===== config.mk =====
export PLATFORM = sky130hd
export DESIGN_NAME = offset_aabb
export DESIGN_NICKNAME = d
export VERILOG_FILES = /design/src/rtl/offset_aabb.sv
export SDC_FILE = /design/constraint.sdc
export NUM_CORES = 1
export LEC_CHECK = 0
export CAP_MARGIN = 20
export CORE_AREA = 2 2 186 188
export CTS_CLUSTER_SIZE = 28
export DETAILED_ROUTE_END_ITERATION = 8
export DIE_AREA = 0 0 188 190
export PLACE_DENSITY = 0.8
export SETUP_SLACK_MARGIN = 0.4
export SLEW_MARGIN = 40
export SYNTH_ARGS = -nofsm -noshare
export SYNTH_HDL_FRONTEND = slang
export SYNTH_SLANG_ARGS = --single-unit
export TNS_END_PERCENT = 100

===== constraint.sdc =====
create_clock -name clk -period 4.19 [get_ports clk]
set_clock_uncertainty 0.05 [all_clocks]
set_input_delay 0.419 -clock clk [delete_from_list [all_inputs] [get_ports clk]]
set_output_delay 0.419 -clock clk [all_outputs]
set_load 0.02 [all_outputs]

===== src/rtl/offset_aabb.sv =====
// Translates an axis-aligned bounding box by a 3D fixed-point offset, one registered stage.
// Optional feature macro: OFFSET_AABB_SATURATE_EN (saturating adds instead of wrapping adds).
module offset_aabb #(
    parameter int FIXED_WIDTH = 32,
    parameter int FRAC_BITS   = 16
) (
    input  logic                     clk,
    input  logic                     resetn,
    input  logic                     in_valid,
    input  logic [3*FIXED_WIDTH-1:0] offset,
    input  logic [6*FIXED_WIDTH-1:0] aabb,
    output logic                     out_valid,
    output logic [6*FIXED_WIDTH-1:0] out_aabb
);

    localparam int W = FIXED_WIDTH;

    // The binary point never affects the adds; it only has to be a sensible format.
    if (FRAC_BITS < 0 || FRAC_BITS >= FIXED_WIDTH) begin : g_bad_frac_bits
        $error("offset_aabb: FRAC_BITS must lie in [0, FIXED_WIDTH)");
    end

    function automatic logic [W-1:0] lane_add(input logic [W-1:0] a, input logic [W-1:0] b);
        logic [W-1:0] s;
        s = a + b;
`ifdef OFFSET_AABB_SATURATE_EN
        // Overflow only when both operands share a sign and the sum's sign differs.
        if ((a[W-1] == b[W-1]) && (s[W-1] != a[W-1])) begin
            s = a[W-1] ? {1'b1, {(W-1){1'b0}}} : {1'b0, {(W-1){1'b1}}};
        end
`endif
        return s;
    endfunction

    logic [6*W-1:0] next_aabb;

    // Lanes 0..2 are Min.X/Y/Z, lanes 3..5 are Max.X/Y/Z; each gets its own adder.
    for (genvar k = 0; k < 6; k++) begin : g_lane
        localparam int AXIS = k % 3;
        assign next_aabb[(6-k)*W-1 -: W] =
            lane_add(aabb[(6-k)*W-1 -: W], offset[(3-AXIS)*W-1 -: W]);
    end

    always_ff @(posedge clk) begin
        if (!resetn) begin
            out_valid <= 1'b0;
            out_aabb  <= '0;
        end else begin
            out_valid <= in_valid;
            if (in_valid) begin
                out_aabb <= next_aabb;
            end
        end
    end

endmodule


Yosys cells after proc, flatten, opt, wreduce, memory -nomap -nowiden. Cells that the tools add are included.

Register bits: 193. Input bits: 291. Output and inout bits: 193. Word-level logic and storage cells: 8.

Add/sub/neg operators: 6.

Operators by type and width (count): adder 32 bit (6).

Longest topological paths before layout. Gate-level depths: netlist (run 1).

Depth in word-level cells: 1. Mapped depth: 11. Depth with buffers taken out: 11.

Worst setup path before layout (run 1). Ideal clock, no wire load.

Path kind: in2reg. Start point: input port offset[0]. End point: register out_aabb[24]. Library setup time: 0.124 ns. Arrival: 2.838 ns. Data required time: 4.016 ns. Slack: 1.178 ns. Cell stages on the path: 11. Path buffers: 0. Cell sequence: ha_1 fa_1 a21o_1 nand3_1 a31oi_1 a221o_1 o41a_1 a31o_2 a31oi_2 xor2_1 o21ai_1.

Word-level cells in the longest chain between the ends: 1.

RTL lines: start, declared (RTL line 10) `input logic [3*FIXED_WIDTH-1:0] offset,`; adder 32 bit (RTL line 25) `s = a + b;`; end signal, assigned (RTL line 51) `out_aabb <= next_aabb;`; end, declared (RTL line 13) `output logic [6*FIXED_WIDTH-1:0] out_aabb`.

No other way between the ends. A chain may end at the register's enable or synchronous reset.

Worst setup path after layout (run 1).
Start point: input port offset[32]. End point: register out_aabb[156].

The elaborated chain is that of the path after synthesis.

==> results of run 1 <==
==> worst register-to-register path: stages, from the launching register on <==
cell and delay (ps):
dfxtp_1 350, nor2_1 50, a311o_1 330, nand3_1 60
==> layout by cell type (no fill, tap or decap), drive strengths merged, types with 4 or more instances in the layout <==
cell type / count
a211o: 4
a211oi: 36
a21boi: 7
a21o: 108
a21oi: 184
a221oi: 7
a31oi: 26
and2: 9
and3: 22
and4: 6
buf: 9
clkbuf: 17
clkdlybuf4s50: 482
clkinv: 6
dfxtp: 193
fa: 6
ha: 186
inv: 48
mux2i: 69
nand2: 191
nand2b: 6
nand3: 43
nand4: 25
nor2: 185
nor2b: 20
nor3: 22
nor4: 5
o211ai: 11
o21a: 29
o21ai: 159
o21bai: 22
o31a: 11
o31ai: 13
or2: 4
or3: 9
or4: 5
xnor2: 99
xor2: 63
==> sequential cells by signal, summed over array words and instances, names as in the netlist <==
register and flops:
out_aabb 192, out_valid 1
==> worst max-delay path by stage <==
| stage | slack (ps) | depth (start not counted) | to | from |
|---|---|---|---|---|
| 2_1_floorplan | 1180 | 11 | out_aabb[24] | offset[0] |
| 3_3_place_gp | 370 | 12 | out_aabb[156] | offset[32] |
| 3_5_place_dp | 230 | 12 | out_aabb[156] | offset[32] |
| 4_1_cts | 710 | 12 | out_aabb[156] | offset[32] |
| 5_1_grt | 440 | 12 | out_aabb[156] | offset[32] |
| 6_report | 630 | 12 | out_aabb[156] | offset[32] |
==> cells in the mapped netlist, types with 10 or more instances <==
cell type  instances  area, sq um
a211oi_1          34          255
a21o_1           108          811
a21oi_1          181          906
a31oi_1           24          150
and3_1            22          138
buf_1             10         37.5
clkbuf_1          68          255
dfxtp_1          193         3860
ha_1             186         2330
inv_1             39          146
mux2i_1           69          691
nand2_1          191          717
nand3_1           43          215
nand4_1           25          156
nor2_1           185          694
nor2b_1           20          125
nor3_1            22          110
o21a_1            29          218
o21ai_0          142          711
o21ai_1           17         85.1
o21bai_1          22          165
o31a_1            10         87.6
o31ai_1           10         75.1
xnor2_1           99          867
xor2_1            63          552
==> power breakdown <==
part	total (uW)	internal, uW	switching (uW)
clock	1620	780	843
combinational	2980	1370	1600
sequential	2160	2040	119
total	6760	4200	2570
==> routing by layer <==
| metal | GRT usage | vias to the layer above |
|---|---|---|
| met5 | 0 | - |
| met3 | 0.0587 | 143 |
| li1 | - | 8040 |
| met1 | 0.405 | 7755 |
| met4 | 0.174 | 2 |
| met2 | 0.492 | 659 |
==> stage by stage <==
stage,instances,instance area [sq um]
after global routing,2861,21500
after global placement,2829,20900
after detailed placement,2829,20900
after CTS,2861,21500
after floorplan,1961,15700
final,2862,21500
==> area by class of cell <==
cell class	instances	area (sq um)	share of cell area
diodes	1	2.50	0.000117
clock buffers	17	425	0.0198
clock inverters	15	124	0.00577
inverters	40	153	0.00711
multi-input cells	1650	11400	0.532
flip-flops and latches	193	3860	0.180
well taps	455	569	0.0265
repair buffers	491	4920	0.229
==> cell families after synthesis <==
group / count (synthesis) / synth area share
AND/OR/NAND/NOR: 560 / 0.160
multiplexers: 70 / 0.0447
XOR/XNOR: 162 / 0.0903
adder cells (fa/ha/maj): 192 / 0.156
flip-flops: 193 / 0.246
buffers and inverters: 118 / 0.0282
AO/OA/AOI/OAI: 666 / 0.275
==> flow_summary.ini, run 1 <==
[detailed_routing]
first_pass_iters = 5
met1Wirelength_mm = 25.5
vias = 16600
drt_iter0_drc = 959
wl_per_cell_um = 20.3
highest_layer = met5
wl_mm = 58.0
drc = 0
ant_nets = 0
dr_wl_met3_mm = 3.72
wl_met2_mm = 25.7
vias_per_cell = 5.80

[cts]
postCtsResizedCells = 0
cts-htree-levels = 4
cts_sinks = 193
path_clk_slew_ps = 80
cts_hold_buf = 0
cts_setup_buffers = 0
root_buffer = clkbuf_16
cts_tree = built
clk_path_buf_depth = 2
cts_buffers = 17
insertion_delay_ps = 450

[global_routing]
grt_max_degree = 83
gr-usage-all-layers = 0.313
grt_pass1_wl_mm = 87.9
grt_pass1_vias = 15800
overflow = 0
grt_antenna_before_repair = 1

[run_status]
status = completed

[synthesis]
synth_cell_types = 77
syn_nets = 2444
syn_area_sq_um = 15700
seq_area_frac_synth = 0.246
ys_warn_count = 0
synth_flop_cell = dfxtp_1
postSynthCellCount = 1961
async_flop_share = 0
synth_edf_count = 0
avgSynthCellArea_sq_um = 8.01
ys_seq_elements = 193

[placement]
numPortBuffers = 483
gp_congestion = 0.959
post-place-ws_ps = 226
dp_hpwl_mm = 46.4

[sta]
fmax_mhz = 281
finalSetupViolations = 0
rsz0062_at_grt = false
setup_ws_ps = 628
post-route-period-util = 0.850
slew-limit-headroom = 0.451
fin_hold_ws_ps = 405
finalHoldViolations = 0
worst_pin_slew_ps = 822
tns_ps = 0
slew_violations = 0
period_needed_ps = 3560

[worst_setup_path]
cpMostUsedCell = o21ai_1
reg2reg_depth = 3
cpPeakStageDelay_ps = 440
crit_arrival_ps = 3830
worst_path_max_delay_cell = clkdlybuf4s50_1
cpLargestDelayFamily = compound AO/OA/AOI/OAI gates
timing.rr.end = out_aabb[28]
critPathRequiredTime_ps = 4460
worstPathCellList = clkdlybuf4s50_1 -> ha_1 -> fa_1 -> a21oi_1 -> o221ai_1 -> a31oi_1 -> o21ai_1 -> a41o_1 -> a21o_1 -> a221oi_2 -> xor2_1 -> o21ai_1
end_kind = flip-flop
r2r_slack_ps = 3290
cp_max_fo = 4
worst-path-buf-inv = 1
criticalPathCategory = input pin to flip-flop
crit-reg2reg-launch = out_aabb[28]
startpoint_type = input pin

[power]
power_density_nw_per_um2 = 315
total_power_uw = 6760
ir_drop_v = 0.000296
p_leak_uw = 0.00912

[final_layout]
fillerInstances = 2969
syn_to_final_growth_pct = 36.6
layout.nets = 2876
finish.utilization = 0.632
drive_gt1_frac = 0.0299

[floorplan]
design.die.area_sq_um = 35700
die_h_um = 190
rows = 68
core_sq_um = 33900
io_pins = 484
fp.dieW_um = 188
start_util = 0.463

[flow_run]
maxCapViolCount = 0

[hold_path]
hold_start = out_aabb[58]
holdPathStages = 2
holdPathEnd = out_aabb[58]
hold_class = flip-flop to flip-flop
Power figures use the tool's default switching activity.
==> run 2, diff against run 1 <==
- CELL_PAD_IN_SITES_DETAIL_PLACEMENT: unset -> 1
- CELL_PAD_IN_SITES_GLOBAL_PLACEMENT: unset -> 1
- CORE_AREA: 2 2 186 188 -> unset
- CORE_MARGIN: unset -> 2
- CORE_UTILIZATION: unset -> 37
- DIE_AREA: 0 0 188 190 -> unset
- PLACE_DENSITY: 0.8 -> unset
- PLACE_DENSITY_LB_ADDON: unset -> 0.1
- SKIP_CTS_REPAIR_TIMING: unset -> 1
- SLEW_MARGIN: 40 -> 25
==> run 2 against run 1 <==
  * Setup slack improved by 150 ps
  * Sequential power about the same
  * Global-route usage decreased by 3.6 points
  * Clock power increased by 6%
  * Sequential share of layout area decreased by 0.12 points
  * Highest routed layer is now met4
  * Cell count increased by 3.1%
  * Via count decreased by 1.4%
  * Final area increased by 0.68%
  * Register-to-register slack improved by 20 ps
  * Fmax increased by 4.3%
  * Combinational power about the same
==> flow_summary.ini, run 2 (synthesis results as in run 1) <==
[detailed_routing]
drc = 0
wl_per_cell_um = 21.1
first_pass_iters = 5
ant_nets = 0
wl_mm = 62.2
vias = 16400
drt_iter0_drc = 630
vias_per_cell = 5.55

[placement]
dp_hpwl_mm = 50.4
gp_congestion = 0.923
numPortBuffers = 483
placed_area_sq_um = 21000
dpl.cell_count = 2916

[sta]
period_needed_ps = 3410
fin_hold_ws_ps = 336
slew_violations = 0
rsz0062_at_grt = false
fmax_mhz = 293
tns_ps = 0
finalHoldViolations = 0
finalSetupViolations = 0
worst_pin_slew_ps = 727
slew-limit-headroom = 0.514
post-route-period-util = 0.815

[flow_run]
maxCapViolCount = 0

[final_layout]
final_cells = 2950
reg.largest.list = out_aabb (192), out_valid (1)
layout.nets = 2879
syn_to_final_growth_pct = 37.6
largest_register_ffs = 192
fillerInstances = 5040
final_common_cell = clkdlybuf4s50_1
drive_gt1_frac = 0.0311
finish.utilization = 0.515
regMostFlops = out_aabb
final_cell_mix = clkdlybuf4s50_1 (482), dfxtp_1 (193), nand2_1 (190), ha_1 (186), nor2_1 (184)
design_area_sq_um = 21600

[cts]
clk_path_buf_depth = 2
cts_tree = built
path_clk_slew_ps = 80
root_buffer = clkbuf_16
insertion_delay_ps = 490
cts-htree-levels = 4
cts_sinks = 193
cts_buffers = 17

[global_routing]
grt_pass1_wl_mm = 95.1
overflow = 0
grt_max_degree = 82
grt_pass1_vias = 16900
grt_antenna_before_repair = 2
gr-usage-all-layers = 0.277

[hold_path]
hold_class = input pin to flip-flop

[power]
p_leak_uw = 0.00913
ir_drop_v = 0.000324
power_density_nw_per_um2 = 318

[worst_setup_path]
end_kind = flip-flop
cpPeakStageDelay_ps = 450
worstPathCellList = clkdlybuf4s50_1 -> ha_1 -> fa_1 -> a21oi_1 -> o221ai_1 -> a31oi_1 -> o21ai_1 -> a41o_1 -> a21o_1 -> a221oi_2 -> xor2_1 -> o21ai_1
startpoint_type = input pin
criticalPathCategory = input pin to flip-flop
cpMostUsedCell = o21ai_1
critPathRequiredTime_ps = 4510
crit_arrival_ps = 3740
cpLargestDelayFamily = compound AO/OA/AOI/OAI gates
worst_path_max_delay_cell = clkdlybuf4s50_1
cp_max_fo = 4
worst-path-buf-inv = 1

[run_status]
status = completed

[floorplan]
design.die.area_sq_um = 44100
rows = 75
die_h_um = 210
start_util = 0.374
core_sq_um = 41900
fp.dieW_um = 210
io_pins = 484
[run 2: report_power, final]
| part | internal (uW) | switching [uW] |
|---|---|---|
| clock network | 836 | 871 |
| registers | 2040 | 117 |
| logic | 1380 | 1630 |
| total | 4250 | 2620 |
[run 2: layout make-up]
type	count	area (sq um)	share of cell area
diodes	2	5.00	0.000232
clock buffers	17	425	0.0197
clock inverters	15	148	0.00683
inverters	40	153	0.00706
multi-input cells	1650	11400	0.528
flip-flops and latches	193	3860	0.179
well taps	539	674	0.0312
repair buffers	494	4930	0.228
[run 2: tightest hold or removal path, stage by stage]
cell	delay, ps
buf_6	220
nand2_1	110
a21oi_1	60
[run 2: metal layers]
layer / wire [um] / track usage / vias to the layer above / share of wire
li1: - / - / 8071 / -
met1: 29000 / 0.364 / 7831 / 0.47
met2: 28200 / 0.448 / 404 / 0.45
met3: 3460 / 0.0641 / 64 / 0.056
met4: 1480 / 0.0868 / 0 / 0.024
met5: 0 / 0 / - / 0
[run 2: final timing paths]
check / endpoint / from / slack, ps / cells past startpoint
min reg2reg: out_aabb[156] / out_aabb[156] / 400 / 2
min: out_aabb[137] / in_valid / 340 / 3
max: out_aabb[156] / offset[32] / 780 / 12
max reg2reg: out_aabb[28] / out_aabb[28] / 3310 / 3
[run 2: metrics by stage]
stage	power, uW	worst slack, ps
2_1_floorplan	3940	1180
3_3_place_gp	5120	382
3_5_place_dp	5180	313
4_1_cts	6930	851
5_1_grt	7260	541
6_report	6870	776
